==> src/rtl/seq_alu.sv <==
// rtl/seq_alu.sv - handshaked ALU: combinational single-cycle ops plus
// iterative shift-add multiply and restoring divide behind valid/ready channels.
module seq_alu #(
   parameter int WIDTH = 8
) (
   input  logic             clk,
   input  logic             rst_n,
   input  logic             in_valid,
   output logic             in_ready,
   input  logic [7:0]       op,
   input  logic [WIDTH-1:0] a,
   input  logic [WIDTH-1:0] b,
   output logic             out_valid,
   input  logic             out_ready,
   output logic [WIDTH-1:0] result,
   output logic [WIDTH-1:0] rem,
   output logic [7:0]       flags,
   output logic             busy
);
   localparam int SHW = $clog2(WIDTH);

   localparam logic [7:0] OP_ADD  = 8'h01;
   localparam logic [7:0] OP_SUB  = 8'h02;
   localparam logic [7:0] OP_MUL  = 8'h03;
   localparam logic [7:0] OP_DIV  = 8'h04;
   localparam logic [7:0] OP_REM  = 8'h05;
   localparam logic [7:0] OP_AND  = 8'h06;
   localparam logic [7:0] OP_OR   = 8'h07;
   localparam logic [7:0] OP_XOR  = 8'h08;
   localparam logic [7:0] OP_NAND = 8'h09;
   localparam logic [7:0] OP_NOR  = 8'h0A;
   localparam logic [7:0] OP_XNOR = 8'h0B;
   localparam logic [7:0] OP_NOT  = 8'h0C;
   localparam logic [7:0] OP_SHL  = 8'h0D;
   localparam logic [7:0] OP_SHR  = 8'h0E;
   localparam logic [7:0] OP_CMP  = 8'h0F;
   localparam logic [7:0] OP_MOV  = 8'h80;

   typedef enum logic [1:0] {S_IDLE, S_MUL, S_DIV, S_DONE} state_t;

   state_t           r_state;
   state_t           w_next_state;
   logic [7:0]       r_op;
   logic [WIDTH-1:0] r_opa;
   logic [WIDTH-1:0] r_opb;
   logic [WIDTH-1:0] r_hi;
   logic [WIDTH-1:0] r_lo;
   logic [SHW-1:0]   r_cnt;
   logic [WIDTH-1:0] r_result;
   logic [WIDTH-1:0] r_rem;
   logic [7:0]       r_flags;

   logic             w_accept;
   logic             w_is_mul;
   logic             w_is_div;
   logic             w_div_zero;

   function automatic logic [7:0] f_flags(input logic [WIDTH-1:0] res, input logic c,
                                          input logic v, input logic dz);
      return {1'b0, v, 1'b0, dz, ~^res, res[WIDTH-1], c, (res == '0)};
   endfunction

   assign w_is_mul   = (op == OP_MUL);
   assign w_is_div   = (op == OP_DIV) || (op == OP_REM);
   assign w_div_zero = (b == '0);
   assign w_accept   = in_valid & in_ready;

   logic [WIDTH:0]   w_add;
   logic [WIDTH:0]   w_sub;
   logic [WIDTH:0]   w_shl;
   logic [WIDTH:0]   w_shr;
   logic [SHW-1:0]   w_amt;
   logic             w_lt;
   logic             w_gt;
   logic             w_eq;

   assign w_amt = b[SHW-1:0];
   assign w_add = {1'b0, a} + {1'b0, b};
   assign w_sub = {1'b0, a} - {1'b0, b};
   // The extra bit on each shifter catches the last bit shifted out.
   assign w_shl = {1'b0, a} << w_amt;
   assign w_shr = {a, 1'b0} >> w_amt;
   assign w_lt  = (a < b);
   assign w_gt  = (a > b);
   assign w_eq  = (a == b);

   logic [WIDTH-1:0] w_sc_result;
   logic [WIDTH-1:0] w_sc_rem;
   logic [7:0]       w_sc_flags;
   logic             w_sc_c;
   logic             w_sc_v;
   logic             w_sc_dz;
   logic             w_sc_legal;

   always_comb begin
      w_sc_result = '0;
      w_sc_rem    = '0;
      w_sc_c      = 1'b0;
      w_sc_v      = 1'b0;
      w_sc_dz     = 1'b0;
      w_sc_legal  = 1'b1;
      case (op)
         OP_ADD: begin
            w_sc_result = w_add[WIDTH-1:0];
            w_sc_c      = w_add[WIDTH];
            w_sc_v      = (a[WIDTH-1] == b[WIDTH-1]) && (w_add[WIDTH-1] != a[WIDTH-1]);
         end
         OP_SUB: begin
            w_sc_result = w_sub[WIDTH-1:0];
            w_sc_c      = w_sub[WIDTH];
            w_sc_v      = (a[WIDTH-1] != b[WIDTH-1]) && (w_sub[WIDTH-1] != a[WIDTH-1]);
         end
         OP_MUL: ;
         OP_DIV, OP_REM: begin
            // Only reached with b==0; non-zero divisors go through the FSM.
            w_sc_result = '1;
            w_sc_rem    = a;
            w_sc_dz     = 1'b1;
         end
         OP_AND:  w_sc_result = a & b;
         OP_OR:   w_sc_result = a | b;
         OP_XOR:  w_sc_result = a ^ b;
         OP_NAND: w_sc_result = ~(a & b);
         OP_NOR:  w_sc_result = ~(a | b);
         OP_XNOR: w_sc_result = ~(a ^ b);
         OP_NOT:  w_sc_result = ~a;
         OP_SHL: begin
            w_sc_result = w_shl[WIDTH-1:0];
            w_sc_c      = w_shl[WIDTH];
         end
         OP_SHR: begin
            w_sc_result = w_shr[WIDTH:1];
            w_sc_c      = w_shr[0];
         end
         OP_CMP:  w_sc_result = {{(WIDTH-3){1'b0}}, w_lt, w_gt, w_eq};
         OP_MOV:  w_sc_result = a;
         default: w_sc_legal = 1'b0;
      endcase
      if (!w_sc_legal) begin
         w_sc_flags = 8'h80;
      end else if (op == OP_CMP) begin
         w_sc_flags = {5'b0, w_lt, w_gt, w_eq};
      end else begin
         w_sc_flags = f_flags(w_sc_result, w_sc_c, w_sc_v, w_sc_dz);
      end
   end

   // Shift-add multiply: r_hi accumulates, r_lo holds the multiplier and
   // fills with the low product half as it shifts right.
   logic [WIDTH-1:0] w_mul_addend;
   logic [WIDTH:0]   w_mul_sum;
   logic [WIDTH-1:0] w_mul_hi;
   logic [WIDTH-1:0] w_mul_lo;

   assign w_mul_addend = r_lo[0] ? r_opa : '0;
   assign w_mul_sum    = {1'b0, r_hi} + {1'b0, w_mul_addend};
   assign w_mul_hi     = w_mul_sum[WIDTH:1];
   assign w_mul_lo     = {w_mul_sum[0], r_lo[WIDTH-1:1]};

   // Restoring divide: r_hi is the partial remainder, r_lo shifts the
   // dividend out of the top and the quotient bits in at the bottom.
   logic [WIDTH:0]   w_div_shift;
   logic             w_div_ok;
   logic [WIDTH-1:0] w_div_diff;
   logic [WIDTH-1:0] w_div_hi;
   logic [WIDTH-1:0] w_div_lo;

   assign w_div_shift = {r_hi, r_lo[WIDTH-1]};
   assign w_div_ok    = (w_div_shift >= {1'b0, r_opb});
   assign w_div_diff  = w_div_shift[WIDTH-1:0] - r_opb;
   assign w_div_hi    = w_div_ok ? w_div_diff : w_div_shift[WIDTH-1:0];
   assign w_div_lo    = {r_lo[WIDTH-2:0], w_div_ok};

   always_comb begin
      w_next_state = r_state;
      in_ready     = 1'b0;
      out_valid    = 1'b0;
      busy         = 1'b1;
      case (r_state)
         S_IDLE: begin
            in_ready = 1'b1;
            busy     = 1'b0;
         end
         S_DONE: begin
            in_ready  = out_ready;
            out_valid = 1'b1;
         end
         default: ;
      endcase
      if (in_ready && in_valid) begin
         if (w_is_mul) begin
            w_next_state = S_MUL;
         end else if (w_is_div && !w_div_zero) begin
            w_next_state = S_DIV;
         end else begin
            w_next_state = S_DONE;
         end
      end else if (r_state == S_DONE && out_ready) begin
         w_next_state = S_IDLE;
      end else if ((r_state == S_MUL || r_state == S_DIV) && r_cnt == '0) begin
         w_next_state = S_DONE;
      end
   end

   always_ff @(posedge clk or negedge rst_n) begin
      if (!rst_n) begin
         r_state  <= S_IDLE;
         r_op     <= '0;
         r_opa    <= '0;
         r_opb    <= '0;
         r_hi     <= '0;
         r_lo     <= '0;
         r_cnt    <= '0;
         r_result <= '0;
         r_rem    <= '0;
         r_flags  <= '0;
      end else begin
         r_state <= w_next_state;
         if (w_accept) begin
            r_op  <= op;
            r_opa <= a;
            r_opb <= b;
            r_cnt <= SHW'(WIDTH - 1);
            if (w_is_mul) begin
               r_hi <= '0;
               r_lo <= b;
            end else if (w_is_div && !w_div_zero) begin
               r_hi <= '0;
               r_lo <= a;
            end else begin
               r_result <= w_sc_result;
               r_rem    <= w_sc_rem;
               r_flags  <= w_sc_flags;
            end
         end else if (r_state == S_MUL) begin
            r_hi  <= w_mul_hi;
            r_lo  <= w_mul_lo;
            r_cnt <= r_cnt - 1'b1;
            if (r_cnt == '0) begin
               r_result <= w_mul_lo;
               r_rem    <= w_mul_hi;
               r_flags  <= f_flags(w_mul_lo, |w_mul_hi, |w_mul_hi, 1'b0);
            end
         end else if (r_state == S_DIV) begin
            r_hi  <= w_div_hi;
            r_lo  <= w_div_lo;
            r_cnt <= r_cnt - 1'b1;
            if (r_cnt == '0) begin
               r_result <= (r_op == OP_REM) ? w_div_hi : w_div_lo;
               r_rem    <= w_div_hi;
               r_flags  <= f_flags((r_op == OP_REM) ? w_div_hi : w_div_lo, 1'b0, 1'b0, 1'b0);
            end
         end
      end
   end

   assign result = r_result;
   assign rem    = r_rem;
   assign flags  = r_flags;

endmodule

==> config.mk <==
export PLATFORM = sky130hd
export DESIGN_NAME = seq_alu
export DESIGN_NICKNAME = d
export VERILOG_FILES = /design/src/rtl/seq_alu.sv
export SDC_FILE = /design/constraint.sdc
export NUM_CORES = 1
export LEC_CHECK = 0
export BUFFER_PORTS_ARGS = -buffer_cell sky130_fd_sc_hd__buf_2
export CORE_MARGIN = 10
export CORE_UTILIZATION = 45
export CTS_BUF_LIST = sky130_fd_sc_hd__clkbuf_4
export CTS_CLUSTER_SIZE = 30
export DETAILED_ROUTE_END_ITERATION = 6
export MAX_ROUTING_LAYER = met4
export SLEW_MARGIN = 5
export SYNTH_ARGS = -nofsm -noshare
export SYNTH_HDL_FRONTEND = slang
export SYNTH_SLANG_ARGS = --single-unit
==> constraint.sdc <==
create_clock -name clk -period 3.9 [get_ports clk]
set_input_delay 0.78 -clock clk [delete_from_list [all_inputs] [get_ports clk]]
set_output_delay 0.78 -clock clk [all_outputs]
set_load 0.01 [all_outputs]
==> results.txt <==
boundary pin count = 55
worst-path cell chain = inv_2, ha_1, inv_1, fa_1, a211oi_1, o21bai_1, a21oi_1, xnor2_1, mux2i_1, nor2_1, a21oi_1, ha_1, xnor2_1, xnor2_1, nor2_1, a21oi_1, a221oi_1, nor2_1
FF/Latch Area = 0.00170 sq mm
DR WL/cell = 22.1 um
synth-to-layout area growth = 17.5%
Vias = 7,539
fin cells = 1,256
status = completed
Final Core Density = 53.4%
syn_area_per_cell = 7.75 sq um
routability cong. = 1.06
HP Class = input pin to asynchronous set/reset pin
die area = 0.0214 sq mm
Critical Path Max Stage Delay = 0.42 ns
largest family of logic cells by synthesized area = compound AO/OA/AOI/OAI gates
Layout Cell Area excl Fill = 0.00842 sq mm
Total Wirelength = 27,800 um
Initial Util = 45.4%
number of cells on the critical path = 18
leakage = 3.84 nW
CP bufs+invs = 2
max-slew violations = 0
register area share after synthesis = 23.7%
Synth Area in Adders = 11.4%
post-synthesis mux area share = 5.29%
syn_nets = 1,016
Post-synth top cells = nand2_1 (107), nor2_1 (90), a21oi_1 (77)
Iter 0 DRT Violations = 776
Hold Fails Final Rpt = 0
Worst Path Required = 4.30 ns
minimum clock period after layout = 3.64 ns
Final Setup Violations = 0
pin count of the biggest net entering global routing = 69
Post-Place Cells = 1,239
CTS tree = yes
residual DRC count = 0
Worst Setup End Kind = flop
Total GRT Usage = 26.4%
root buf cell = clkbuf_4
clk sinks = 68
die width = 146 um
Worst Path Max Fanout = 4
# H-tree levels = 3
vias in the first global route = 7,269
Cell Rows = 46
VDD IR-drop max = 505 uV
Fin Setup TNS = 0 ns
Post-synth ARST share = 100%
max-cap check violation count = 0
Worst path top cell family by delay = compound AO/OA/AOI/OAI gates
CP max-delay cell = dfrtp_1
RSZ-0062 raised after global routing = no
FILL cells = 1,636
Worst slew margin = 35.4%
multi-input logic area = 0.00502 sq mm
type of element launching the critical path = flop
upper clock frequency limit = 0.275 GHz
Core Box Area = 0.0158 sq mm
Num CTS Buffers = 9
first-pass GRT wire length = 43,400 um
dominant cells by area after synthesis = dfrtp_1 (24%), ha_1 (10%), nand2_1 (5.6%), a21oi_1 (5.4%), nor2_1 (4.7%)
final antenna-violating net count = 0
share of the synthesized area in the top cell type = 23.7%
Clock Latency Late Sink = 0.46 ns
Vert. Die Dim = 146 um
count of warnings emitted by yosys = 0
Post-DP HPWL = 22,500 um
drt first pass iters = 5
worst setup path class = flop to flop
proportion of layout cells with a drive suffix above 1 = 20.3%
complex-gate fraction of the synthesized area = 25.9%
I/O Buffers = 53
clock-pin slew of the registers on the worst-case setup and hold paths = 0.13 ns
Tcrit/Tclk final = 93.3%
FF+latch count, synth = 68
post-CTS sizing = 0
Setup Buffers After CTS = 0
grt total ovfl = 0
initial antenna violation count = 1
Hold-fix buffers, CTS = 0
Netlist cell types = 88
skew final = 0.0181 ns
# nets final = 1,125
number of flops mapped to enable cells by yosys = 0
CP arrival = 4.04 ns
r2r setup slk = 0.26 ns
dominant synthesized flop cell = dfrtp_1
total power = 5.44 mW
worst r2r path cells = 18
largest area contributor in the synthesized netlist = dfrtp_1
post-synthesis cell area = 0.00717 sq mm
Avg Vias per Cell = 6.00
XOR/XNOR share of the synthesized area = 2.69%
CTS max path bufs = 2
worst-margin pin slew = 0.970 ns
power per cell area = 645 mW/mm^2
post-synthesis instance total = 925
Post-Synth Simple-Gate Area = 24.5%
Post-Place Cell Area = 0.00828 sq mm
count leader, synth = nand2_1
==> placed cells by master (no fill, tap or decap), types with 10 or more instances in the layout <==
master	instances
nor4_1	11
clkbuf_4	10
buf_4	108
inv_1	48
nor2_1	90
a211oi_1	21
nand3_1	17
and2_1	12
nor2b_1	13
o21ai_0	66
nand2b_1	14
mux2i_1	21
buf_2	52
ha_1	59
nor3_1	22
nand2_1	106
xnor2_1	14
dfrtp_1	68
and3_1	11
a21o_1	13
a21oi_1	77
==> layout make-up <==
type,instances,area share (%)
tap,216,3.21
multi-input combinational,742,59.6
timing repair buffer,161,13.0
clock buffer,10,0.891
sequential,68,20.2
clock inverter,6,0.772
inverter,52,2.32
antenna,1,0.0297
==> registers in the layout (all words and copies together), names as in the netlist <==
| signal | cells |
|---|---|
| r_state | 2 |
| r_op | 8 |
| r_opa | 8 |
| result | 8 |
| r_lo | 8 |
| r_cnt | 3 |
| r_opb | 8 |
| rem | 8 |
| r_hi | 8 |
| flags | 7 |
==> worst register-to-register path: stages, from the launching register on <==
cell      delay (ns)
dfrtp_1         0.42
inv_2           0.13
ha_1            0.21
inv_1           0.06
fa_1            0.42
a211oi_1        0.27
o21bai_1        0.12
a21oi_1         0.18
xnor2_1         0.21
mux2i_1         0.16
nor2_1          0.11
a21oi_1         0.05
ha_1            0.31
xnor2_1         0.22
xnor2_1         0.14
nor2_1          0.06
a21oi_1         0.28
a221oi_1        0.14
nor2_1          0.11
==> layer usage <==
| layer | GRT usage (%) | part of all wire [%] | vias to the layer above | wire length, um |
|---|---|---|---|---|
| met5 | - | 0 | - | 0 |
| met4 | 10.1 | 4.1 | 0 | 1140 |
| met3 | 4.17 | 6.2 | 62 | 1710 |
| met2 | 42.1 | 47 | 279 | 13000 |
| met1 | 32.9 | 43 | 3606 | 11900 |
| li1 | - | - | 3592 | - |
==> through the flow <==
step           setup slack, ns  hold WS (ns)
2_1_floorplan           0.0827         0.437
3_3_place_gp            0.0580         0.450
3_5_place_dp           0.00767         0.457
4_1_cts                  0.172         0.469
5_1_grt                0.00841         0.489
6_report                 0.262         0.441
==> final timing paths <==
| path | startpoint | end |
|---|---|---|
| max in group asynchronous | rst_n | rem[4]$_DFFE_PN0P_ |
| min reg2reg | r_op[0]$_DFFE_PN0P_ | r_op[0]$_DFFE_PN0P_ |
| max | r_lo[7]$_DFFE_PN0P_ | flags[3]$_DFFE_PN0P_ |
| min in group clk | r_op[0]$_DFFE_PN0P_ | r_op[0]$_DFFE_PN0P_ |
| max reg2reg | r_lo[7]$_DFFE_PN0P_ | flags[3]$_DFFE_PN0P_ |
| min | rst_n | rem[3]$_DFFE_PN0P_ |
==> cells by family (layout without fill, tap and decap cells) <==
group | Yosys count | count (layout)
DFF | 68 | 68
adders and majority gates | 63 | 63
buffers and inverters | 115 | 229
and+or+nand+nor | 348 | 348
xor gates and xnor gates | 22 | 22
muxes | 30 | 30
other | 1 | 2
AOI/OAI and AO/OA | 278 | 278
==> where the power goes <==
part | leakage [nW] | internal, mW | switching (mW)
logic | 2.93 | 1.49 | 2.19
clock network | 0.0764 | 0.202 | 0.288
registers | 0.830 | 1.04 | 0.226
total | 3.84 | 2.73 | 2.71
(Power assumes the default switching activity.)
